**src/rtl/pipeline_hazard_ctrl.sv**
```systemverilog
// pipeline_hazard_ctrl
//   Hazard control for a 5-stage pipeline. Drives the enable/flush controls
//   of the F/D, D/X and X/M pipeline registers and the PC enable. Detects
//   load-use, taken branch/jump and multi-cycle mult/div hazards. It also
//   sequences the multdiv start/ready handshake and keeps a saturating
//   stall-cycle counter.
//
// Ports:
//   clk            rising-edge clock
//   rst            asynchronous active-low reset
//   fd_instruction instruction in the F/D register (decode stage)
//   dx_instruction instruction in the D/X register (execute stage)
//   branch_taken   execute resolved a taken branch/jump this cycle
//   md_ready       multdiv result valid pulse
//   pc_enable, fd_enable, dx_enable, xm_enable   register load enables
//   fd_flush, dx_flush                           zero the register input
//   ctrl_mult, ctrl_div                          one-cycle start pulses
//   md_error       one-cycle pulse when a multdiv operation times out
//   stall_count    saturating count of cycles with pc_enable=0
module pipeline_hazard_ctrl #(
    parameter int MD_TIMEOUT = 40,
    parameter int CNT_W      = 16
) (
    input  logic             clk,
    input  logic             rst,
    input  logic [31:0]      fd_instruction,
    input  logic [31:0]      dx_instruction,
    input  logic             branch_taken,
    input  logic             md_ready,
    output logic             pc_enable,
    output logic             fd_enable,
    output logic             dx_enable,
    output logic             xm_enable,
    output logic             fd_flush,
    output logic             dx_flush,
    output logic             ctrl_mult,
    output logic             ctrl_div,
    output logic             md_error,
    output logic [CNT_W-1:0] stall_count
);

    localparam int MDC_W = $clog2(MD_TIMEOUT + 1);
    // The forced release fires in the cycle where the busy counter would
    // step to MD_TIMEOUT-1, i.e. MD_TIMEOUT-1 cycles after the start pulse.
    localparam logic [MDC_W-1:0] MD_LAST = MDC_W'(MD_TIMEOUT - 2);

    localparam logic [4:0] OP_R    = 5'b00000;
    localparam logic [4:0] OP_LW   = 5'b01000;
    localparam logic [4:0] OP_SW   = 5'b00111;
    localparam logic [4:0] OP_ADDI = 5'b00101;
    localparam logic [4:0] OP_BNE  = 5'b00010;
    localparam logic [4:0] OP_BLT  = 5'b00110;
    localparam logic [4:0] OP_JR   = 5'b00100;
    localparam logic [4:0] ALU_MUL = 5'b00110;
    localparam logic [4:0] ALU_DIV = 5'b00111;

    typedef enum logic {RUN, MD_BUSY} state_t;

    state_t            state_q, state_d;
    logic [MDC_W-1:0]  md_cnt_q, md_cnt_d;
    logic [CNT_W-1:0]  stall_count_q;

    function automatic logic [CNT_W-1:0] sat_inc(input logic [CNT_W-1:0] v);
        return (v == '1) ? v : v + CNT_W'(1);
    endfunction

    // Field decode
    logic [4:0] fd_op, fd_rs, fd_rt, fd_rd;
    logic [4:0] dx_op, dx_rd, dx_aluop;
    logic       fd_is_r, fd_rs_src, fd_rd_src;
    logic       dx_is_lw, dx_is_mul, dx_is_div, load_use;
    logic       unused_bits;

    assign fd_op    = fd_instruction[31:27];
    assign fd_rd    = fd_instruction[26:22];
    assign fd_rs    = fd_instruction[21:17];
    assign fd_rt    = fd_instruction[16:12];
    assign dx_op    = dx_instruction[31:27];
    assign dx_rd    = dx_instruction[26:22];
    assign dx_aluop = dx_instruction[6:2];

    assign unused_bits = ^{fd_instruction[11:0], dx_instruction[21:7],
                           dx_instruction[1:0]};

    assign fd_is_r   = (fd_op == OP_R);
    assign fd_rs_src = fd_is_r || (fd_op == OP_ADDI) || (fd_op == OP_SW) ||
                       (fd_op == OP_LW) || (fd_op == OP_BNE) || (fd_op == OP_BLT);
    assign fd_rd_src = (fd_op == OP_SW) || (fd_op == OP_BNE) ||
                       (fd_op == OP_BLT) || (fd_op == OP_JR);

    assign dx_is_lw  = (dx_op == OP_LW);
    assign dx_is_mul = (dx_op == OP_R) && (dx_aluop == ALU_MUL);
    assign dx_is_div = (dx_op == OP_R) && (dx_aluop == ALU_DIV);

    // r0 is hardwired zero, so a load targeting it can never create a hazard.
    assign load_use = dx_is_lw && (dx_rd != 5'd0) &&
                      ((fd_rs_src && (fd_rs == dx_rd)) ||
                       (fd_is_r   && (fd_rt == dx_rd)) ||
                       (fd_rd_src && (fd_rd == dx_rd)));

    always_comb begin
        state_d   = state_q;
        md_cnt_d  = md_cnt_q;
        pc_enable = 1'b1;
        fd_enable = 1'b1;
        dx_enable = 1'b1;
        xm_enable = 1'b1;
        fd_flush  = 1'b0;
        dx_flush  = 1'b0;
        ctrl_mult = 1'b0;
        ctrl_div  = 1'b0;
        md_error  = 1'b0;

        unique case (state_q)
            RUN: begin
                if (branch_taken) begin
                    fd_flush = 1'b1;
                    dx_flush = 1'b1;
                end else if (dx_is_mul || dx_is_div) begin
                    ctrl_mult = dx_is_mul;
                    ctrl_div  = dx_is_div;
                    pc_enable = 1'b0;
                    fd_enable = 1'b0;
                    dx_enable = 1'b0;
                    xm_enable = 1'b0;
                    md_cnt_d  = '0;
                    state_d   = MD_BUSY;
                end else if (load_use) begin
                    // One bubble: the flushed D/X clears the hazard next cycle.
                    pc_enable = 1'b0;
                    fd_enable = 1'b0;
                    dx_flush  = 1'b1;
                end
            end
            MD_BUSY: begin
                md_cnt_d = md_cnt_q + MDC_W'(1);
                if (md_ready) begin
                    state_d = RUN;
                end else if (md_cnt_q == MD_LAST) begin
                    md_error = 1'b1;
                    state_d  = RUN;
                end else begin
                    pc_enable = 1'b0;
                    fd_enable = 1'b0;
                    dx_enable = 1'b0;
                    xm_enable = 1'b0;
                end
            end
            default: state_d = RUN;
        endcase

        // While reset is held the pipeline sees plain default controls.
        if (!rst) begin
            pc_enable = 1'b1;
            fd_enable = 1'b1;
            dx_enable = 1'b1;
            xm_enable = 1'b1;
            fd_flush  = 1'b0;
            dx_flush  = 1'b0;
            ctrl_mult = 1'b0;
            ctrl_div  = 1'b0;
            md_error  = 1'b0;
        end
    end

    always_ff @(posedge clk or negedge rst) begin
        if (!rst) begin
            state_q       <= RUN;
            md_cnt_q      <= '0;
            stall_count_q <= '0;
        end else begin
            state_q  <= state_d;
            md_cnt_q <= md_cnt_d;
            if (!pc_enable) begin
                stall_count_q <= sat_inc(stall_count_q);
            end
        end
    end

    assign stall_count = stall_count_q;

endmodule

```
**config.mk**
```make
export PLATFORM = sky130hd
export DESIGN_NAME = pipeline_hazard_ctrl
export DESIGN_NICKNAME = d
export VERILOG_FILES = /design/src/rtl/pipeline_hazard_ctrl.sv
export SDC_FILE = /design/constraint.sdc
export NUM_CORES = 1
export LEC_CHECK = 0
export BUFFER_PORTS_ARGS = -buffer_cell sky130_fd_sc_hd__buf_2
export CAP_MARGIN = 40
export CORE_ASPECT_RATIO = 0.9
export CORE_UTILIZATION = 46
export CTS_BUF_LIST = sky130_fd_sc_hd__clkbuf_8
export DETAILED_ROUTE_END_ITERATION = 10
export HOLD_SLACK_MARGIN = 0.06
export PLACE_DENSITY = 0.82
export SYNTH_ARGS = -nofsm -noshare
export SYNTH_HDL_FRONTEND = slang
export SYNTH_SLANG_ARGS = --single-unit
```
**constraint.sdc**
```tcl
create_clock -name clk -period 2.4 [get_ports clk]
set_clock_uncertainty 0.2 [all_clocks]
set_input_delay 0.48 -clock clk [delete_from_list [all_inputs] [get_ports clk]]
set_output_delay 0.48 -clock clk [all_outputs]
set_load 0.05 [all_outputs]
```
==> summary.txt <==
Run status
  – Outcome: finished, violations left
  – Failing checks: setup timing

Detailed routing
  – DRT Pass-1 Iters: 4
  – ANT nets after route: 0
  – WL/cell: approximately 16 um
  – Via count: about 1700
  – Initial DRC count: between 150 and 200
  – DRC viols: 0
  – Final wirelength: about 4.7 mm
  – Drt via density: between 5 and 6

Worst setup path
  – CP max-delay cell: nor4_2
  – Crit Path Max Fanout: 4
  – Reg2Reg Setup Slack: 0.09 ns
  – Max incr delay on CP: 0.26 ns
  – Crit path launch type: input pin
  – Crit-path cells: buf_8 > xor2_1 > nor4_2 > and4_4 > nor3_1 > or2_4 > a21oi_2 > buf_6
  – CP required: between 1.5 and 2 ns
  – Critical path arrival: 1.87 ns
  – Crit end category: primary output
  – CP Class: in2out

Clock network
  – CTS tree: done
  – Worst-Skew Late Latency: approximately 0.27 ns
  – Clock buffer depth: 2
  – Worst-path clk slew: around 0.09 ns
  – H-tree depth: 1
  – Inserted Clock Buffers: 3
  – Clock Tree Root: clkbuf_8
  – Num Clock Sinks: 23

Final layout
  – Layout cell share with drive strength beyond 1: 49.2%
  – P&R area growth vs syn: 44.2%
  – Antenna Cells: 0
  – Most frequent cells in the layout: 53 x buf_2, 31 x buf_4, 23 x dfrtp_1
  – Nets: 330
  – Commonest non-fill, non-tap cell in the layout: buf_2
  – Final core occ: a little under three quarters
  – Design area: roughly 2500 sq um

Yosys
  – Top post-synthesis cells by area: dfrtp_1 34%, xor2_1 8.2%, xnor2_1 7.7%
  – YS warnings: 0
  – Cell count after synthesis: around 170
  – EDFF count, synth: 0
  – Mapped Area: 1700 sq um
  – Top cell type's share of synthesized area: 33.8%
  – Mapped Nets: approximately 240
  – Avg Cell Area, Syn: around 10 sq um
  – Distinct cells, synth: between 40 and 50
  – Yosys top cell by area: dfrtp_1
  – Synth Register Bits: 23
  – Main synth FF type: dfrtp_1
  – Ys async rst share: 100%
  – Seq/Total Area, Yosys: between 30% and 40%

Hold path
  – Hold WC Path Type: in2reg

Timing
  – Period minus WS final: between 2 and 3 ns
  – Fin worst setup slack: -0.154 ns
  – Worst slew pin tran: approximately 0.34 ns
  – Max-slew headroom: between 70 and 80%
  – RSZ-0062 raised after global routing: true
  – Fmax: ~390 MHz
  – Hold Fails Final Rpt: 0
  – Fin Hold WS: roughly 0.32 ns
  – Setup violations, final: 3
  – Slew Viols, Final: 0
  – Final worst path period share: 106%

Placed design
  – Gpl congestion: slightly above 0.8
  – Post-DP HPWL: around 3.1 mm
  – PortBufs: 63
  – DP Area: between 2000 and 2500 sq um

GRT
  – Tot GR Track Use: 21.9%
  – Pin count of the biggest net entering global routing: 18
  – Antenna violations before repair: 0
  – First-pass GRT wire length: approximately 6.7 mm
  – GRT overflow: 0
  – Number of global-route vias before repair: 1534

Floorplan
  – Core ar.: ~3500 sq um
  – Die footprint: 3950 sq um
  – IO Pins: between 90 and 100
  – Die width: 66.1 um
  – Initial core utilization: just under 50%
  – Rows: 20
  – Height of the die: approximately 60 um

Power
  – Combinational Power Share: a little under a fifth
  – Cell Pwr Density: ~330 nW/um^2
  – Switching fraction of total power: a little over a quarter
  – P_sw: around 0.00022 W
  – Clock power frac: between 30% and 40%
  – Cell Int Power: 0.000585 W
  – VDD IR max: ~0.00021 V
  – Sequential share of power: between 50% and 60%
  – Lkg Pwr: 1.18 nW

Flow run
  – Maxcap violations: 0
==> path summary, 6_finish.rpt <==
check / start / to / depth (start not counted)
max: dx_instruction[26] / dx_flush / 8
max in group asynchronous: rst / stall_count[11]$_DFFE_PN0P_ / 3
min: md_ready / state_q$_DFF_PN0_ / 3
min reg2reg: stall_count[9]$_DFFE_PN0P_ / stall_count[9]$_DFFE_PN0P_ / 1
max reg2reg: md_cnt_q[0]$_DFFE_PN0P_ / stall_count[14]$_DFFE_PN0P_ / 10
min in group asynchronous: rst / md_cnt_q[0]$_DFFE_PN0P_ / 3
==> per-stage QoR <==
| step | setup slack (ns) | total power, W | setup TNS, ns | instances |
|---|---|---|---|---|
| 2_1_floorplan | -0.418 | 0.000478 | -1.27 | 166 |
| 4_1_cts | -0.171 | 0.000807 | -0.503 | 292 |
| 6_report | -0.154 | 0.000806 | -0.430 | 302 |
| 5_1_grt | -0.232 | 0.000842 | -0.757 | 302 |
| 3_3_place_gp | -0.334 | 0.000548 | -1.93 | 286 |
| 3_5_place_dp | -0.321 | 0.000555 | -2.17 | 286 |
==> power groups by stage <==
stage | Combinational (W) | Clock (W) | Sequential, W
floorplan | 0.0000609 | 0 | 0.000417
global placement | 0.000135 | 0 | 0.000413
detailed placement | 0.000141 | 0 | 0.000414
CTS | 0.000149 | 0.000251 | 0.000406
global route | 0.000166 | 0.000268 | 0.000408
finish | 0.000151 | 0.000248 | 0.000407
==> critical path: cells and delay by family <==
family	cells	cell delay, ns
XOR/XNOR	1	0.16
AND/OR/NAND/NOR	4	0.81
AO/OA/AOI/OAI	1	0.14
buffers and inverters	2	0.28
==> cell usage after synthesis, drive strengths merged, types with 5 or more instances <==
cell / n
inv: 9
nand3: 9
a211oi: 10
mux2i: 5
xnor2: 15
nor4: 5
nor3: 6
buf: 6
nor2: 7
nand2: 14
xor2: 16
dfrtp: 23
nand4: 5
==> flip-flops by register name, summed over array words and instances (netlist names) <==
name,count
md_cnt_q,6
stall_count,16
state_q,1
==> cells by family (layout without fill, tap and decap cells) <==
kind of cell / after synthesis / in the layout / synth area share [%]
mux: 6 / 6 / 3.60
fa+ha+maj: 4 / 4 / 2.79
compound gates: 27 / 27 / 16.7
xor+xnor: 31 / 31 / 15.9
buf+inv: 15 / 107 / 4.70
simple gates: 60 / 60 / 22.5
flops: 23 / 23 / 33.8
==> area by class of cell <==
| type | count | area (sq um) |
|---|---|---|
| fillers | 242 | 998 |
| clock inverters | 1 | 5.00 |
| inverters | 9 | 33.8 |
| flip-flops and latches | 23 | 576 |
| clock buffers | 3 | 41.3 |
| repair buffers | 94 | 656 |
| multi-input cells | 128 | 1090 |
| well taps | 44 | 55.1 |
==> metal layers <==
layer	up-vias	wire length, um	GRT usage (%)
met5	-	0	0
met1	803	1970	30.0
met2	68	2410	36.0
met3	17	194	2.48
met4	0	150	7.90
li1	783	-	-
==> timing repair <==
item	in CTS	in global routing
setup buffers	1	9
endpoints found under the setup margin	5	9
hold endpoints to repair	23	0
pin swaps	9	8
hold buffers	1	0
resized for setup	21	10
cloned	0	1
Note: power is estimated with default switching activity, not from simulation.
